`src/rtl/sweep_counter.sv`:
```
// Vector index counter for the adder sweep: synchronous clear, count enable,
// and a flag that marks the final (all-ones) index.
module sweep_counter #(
  parameter int W = 9
) (
  input  logic         clk,
  input  logic         nrst,
  input  logic         clear,
  input  logic         en,
  output logic [W-1:0] count,
  output logic         last
);

  // NOTE: state is updated with non-blocking assignments so every flop samples
  // pre-edge values, independent of process evaluation order.
  always_ff @(posedge clk or negedge nrst) begin
    if (!nrst) begin
      count <= '0;
    end else if (clear) begin
      count <= '0;
    end else if (en) begin
      count <= count + 1'b1;
    end
  end

  assign last = &count;

endmodule

```
`config.mk`:
```
export PLATFORM = sky130hd
export DESIGN_NAME = sweep_counter
export DESIGN_NICKNAME = d
export VERILOG_FILES = /design/src/rtl/sweep_counter.sv
export SDC_FILE = /design/constraint.sdc
export NUM_CORES = 1
export LEC_CHECK = 0
export ABC_AREA = 0
export CAP_MARGIN = 30
export CELL_PAD_IN_SITES_DETAIL_PLACEMENT = 0
export CELL_PAD_IN_SITES_GLOBAL_PLACEMENT = 2
export CORE_MARGIN = 3
export CORE_UTILIZATION = 27
export DETAILED_ROUTE_END_ITERATION = 16
export PLACE_DENSITY_LB_ADDON = 0.12
export SLEW_MARGIN = 30
export SYNTH_ARGS = -nofsm -noshare
export SYNTH_HDL_FRONTEND = slang
export SYNTH_SLANG_ARGS = --single-unit
```
`constraint.sdc`:
```
create_clock -name clk -period 2.8 [get_ports clk]
set_input_delay 0.56 -clock clk [delete_from_list [all_inputs] [get_ports clk]]
set_output_delay 0.56 -clock clk [all_outputs]
set_load 0.02 [all_outputs]
```
Word level (Yosys, flattened, before mapping)
Cells that the tools add are included.
{"block": "word_totals", "wordCells": 6, "ff_bits": 9, "out_inout_bits": 10, "input_bits": 4}
{"block": "op_classes", "addsub": 1, "n_mux": 2, "n_reduce_logical": 2}
{"cell": "$mux 9", "n": 2}
{"cell": "$add 9x1->9 const B", "n": 1}
{"cell": "$reduce_and 9->1", "n": 1}
{"cell": "$reduce_bool 2->1", "n": 1}

Depth between registers and ports, before layout
{"block": "depth", "ltp_word": 3, "mapped_depth": 6, "depth_no_buf": 6}

Least setup slack after synthesis
No wires, ideal clock.
{"block": "synth_timing", "path_kind": "reg2out", "start": "register count[0]", "end": "output last", "arrival_time_ns": 1.206, "slack_ns": 1.034, "path_buffers": 0, "required_time_ns": 2.240, "path_stages_with_launch": 5, "path_cell_list": "dfrtp_1 > ha_1 > nand3_1 > nor2_1 > ha_1"}
{"block": "synth_via", "elab_chain_cells": 1}
{"item": "start: declaration", "line_no": "10", "rtl": "output logic [W-1:0] count,"}
{"item": "start signal: assignment", "line_no": "22", "rtl": "count <= count + 1'b1;"}
{"item": "$reduce_and 9->1", "line_no": "26", "rtl": "assign last = &count;"}
{"item": "end: declaration", "line_no": "11", "rtl": "output logic last"}
Every way passes these cells.

Worst setup path in the final report
Ends and elaborated chain as after synthesis.

==> summary.txt <==
Outcome
  – Outcome: finished clean

Placement
  – Gpl congestion: about 0.68
  – Port buffer count: 13
  – HPWL Detailed: about 730 um

Critical path
  – RR Startpoint: count[0]
  – Critical Path Source Type: flip-flop
  – Critical Path Most Common Cell: ha_1
  – CP endpoint: last
  – CP max stage cell: clkdlybuf4s50_1
  – Crit-path cells: ha_1 -> nand3_1 -> nor2_1 -> ha_1 -> clkdlybuf4s50_1
  – Cells on worst reg2reg path: 6
  – Worst path max stage delay: 0.59 ns
  – Crit path buffers/inverters: 1
  – Critical R2R Capture: count[8]
  – Critical path startpoint: count[0]
  – Crit Path Category: flip-flop to primary output
  – Critical Path RT: approximately 2.2 ns
  – Flop2flop setup slack: 1.37 ns
  – Crit-path max FO: 4
  – CP arrival: ~1.9 ns
  – Worst path depth: 5
  – CP delay by family, top: buffers and inverters
  – Worst setup EP type: primary output

Detailed routing
  – Final WL: a little over 1 mm
  – Wire length on met1: 485 um
  – Top Metal Used: met4
  – First drt pass iteration count: 4
  – Via count: 376
  – Detailed-route wire length per cell: approximately 14 um
  – Routed wl met2: 453 um
  – Post-route DRC: 0
  – Via density: between 5 and 6
  – Initial DRC Count: 7
  – Routed Antenna Nets: 0
  – Met3 Wirelength: 76 um

Clock network
  – Clock latency on the worst-skew pair: between 0.2 and 0.3 ns
  – CTS tree: done
  – Clock Tree Buf Depth: 2
  – H-tree depth: 1
  – CTS resizes: 0
  – Post-CTS Setup Bufs: 0
  – CTS clk-pin slew, worst paths: around 0.060 ns
  – CTS Buf Count: 3
  – Clock net sink count: 9
  – Cts hold-fix bufs: 0
  – Root buffer cell: clkbuf_4

Floorplanning
  – Die Wd: approximately 47 um
  – Core area: 1540 sq um
  – Die ar.: ~2200 sq um
  – Row count: 14
  – Initial Utilization: between 20 and 30%
  – Chip Height: 46.7 um
  – Io pins: 14

Timing
  – Endpoints failing setup: 0
  – Final min period: 2.44 ns
  – Hold slack: roughly 0.56 ns
  – Slew Limit Fails: 0
  – Setup TNS: 0 ns
  – Tcrit/Tclk final: 87.3%
  – Worst Tran Pin Value: 0.436 ns
  – Fmax: ~410 MHz
  – Setup Skew: about 0.0012 ns
  – RSZ-0062 raised after global routing: no
  – Slew margin rel.: 70.8%
  – Endpoints failing hold: 0

Finish
  – # fillers: roughly 160
  – Biggest register: count
  – Final core occ: 39.8%
  – Max FFs per register: 9
  – Biggest regs: count x9
  – N_diodes: 0
  – Layout cell share with drive strength beyond 1: under 10%
  – Commonest cells after routing, fill and taps aside: clkdlybuf4s50_1, dfrtp_1, nor2_1
  – Nets: 65
  – Area Growth Syn to Fin: 36.9%
  – Most common cell after layout, fill and taps aside: clkdlybuf4s50_1

Global route
  – Initial antenna violation count: 0
  – Total GRT Usage: 11.0%
  – Largest net degree at the start of global routing: 10
  – Number of global-route vias before repair: approximately 370
  – Grt ovf: 0
  – First-pass GRT wire length: 1.59 mm

Synthesis
  – Cells after Synth: 43
  – Synth cell types: 15
  – Synthesis-stage register bit count: 9
  – Sequential-to-total area share from yosys stat: between 50% and 60%
  – Area leader, netlist: dfrtp_1
  – Synth warn: 0
  – Synth top area share: just over 50%
  – Ranking of synthesized cells by area: dfrtp_1, nor2_1, xor2_1
  – Cell Area, Synth: approximately 450 sq um
  – Synthesized net count: 49
  – Avg Inst Size Synth: about 10 sq um

Pwr
  – Pwr dens: ~440 nW/um^2
  – Static Leak: about 0.00026 uW
  – Peak VDD IR: around 0.25 mV

Job
  – Max_cap viols: 0

Hold path
  – Worst hold path class: flip-flop to flip-flop
final cells by class:
cell class,instances,area [sq um],area share (%)
Clock buffer,4,26.3,4.29
Multi-Input combinational cell,32,211,34.5
Sequential cell,9,225,36.7
Tap cell,16,20.0,3.27
Timing Repair Buffer,13,130,21.2
cell usage after synthesis:
cell / count
dfrtp_1: 9
nor2_1: 7
a21oi_1: 3
nand3_1: 3
o21ai_0: 3
or3_1: 3
xor2_1: 3
ha_1: 2
mux2i_1: 2
nand2_1: 2
nand4_1: 2
buf_4: 1
clkbuf_1: 1
nand4_4: 1
xnor2_1: 1
worst min-delay path by stage:
stage / startpoint / endpoint / slack [ns] / depth (start not counted)
6_report: count[8] / count[8] / 0.56 / 2
5_1_grt: nrst / count[6] / 0.61 / 1
4_1_cts: count[8] / count[8] / 0.57 / 2
3_5_place_dp: count[8] / count[8] / 0.55 / 2
3_3_place_gp: count[8] / count[8] / 0.53 / 2
2_1_floorplan: nrst / count[0] / 0.26 / 0
cells by family after synthesis:
kind of cell / after synthesis / synth area share [%]
compound gates: 6 / 6.70
xor+xnor: 4 / 7.82
fa+ha+maj: 2 / 5.59
buf+inv: 2 / 2.51
flops: 9 / 50.3
mux: 2 / 4.47
simple gates: 18 / 22.6
per-layer routing:
layer	global-route usage [%]	vias to the layer above
li1	-	182
met1	13.5	176
met2	15.7	16
met3	5.75	2
met4	6.08	0
met5	0	-
metrics by stage:
step	cells	power (uW)	cell area (sq um)	setup WS (ns)
global route	74	285	613	0.226
finish	74	269	613	0.356
detailed placement	70	169	587	0.616
global placement	70	168	587	0.641
floorplan	43	155	448	1.03
CTS	74	274	613	0.326
worst register-to-register path: stages, from the launching register on:
cell and delay, ns:
dfrtp_1 0.44, ha_1 0.26, nand3_1 0.09, nor2_1 0.10
ha_1 0.23, mux2i_1 0.13, nor2_1 0.05
where the power goes:
group          total [uW]  switching, uW  internal, uW  leakage, uW
logic                28.5           15.3          13.2     0.000122
registers             138           5.06           133     0.000124
clock network         102           47.2          55.0    0.0000150
total                 269           67.6           201     0.000261
Note: power is estimated with default switching activity, not from simulation.
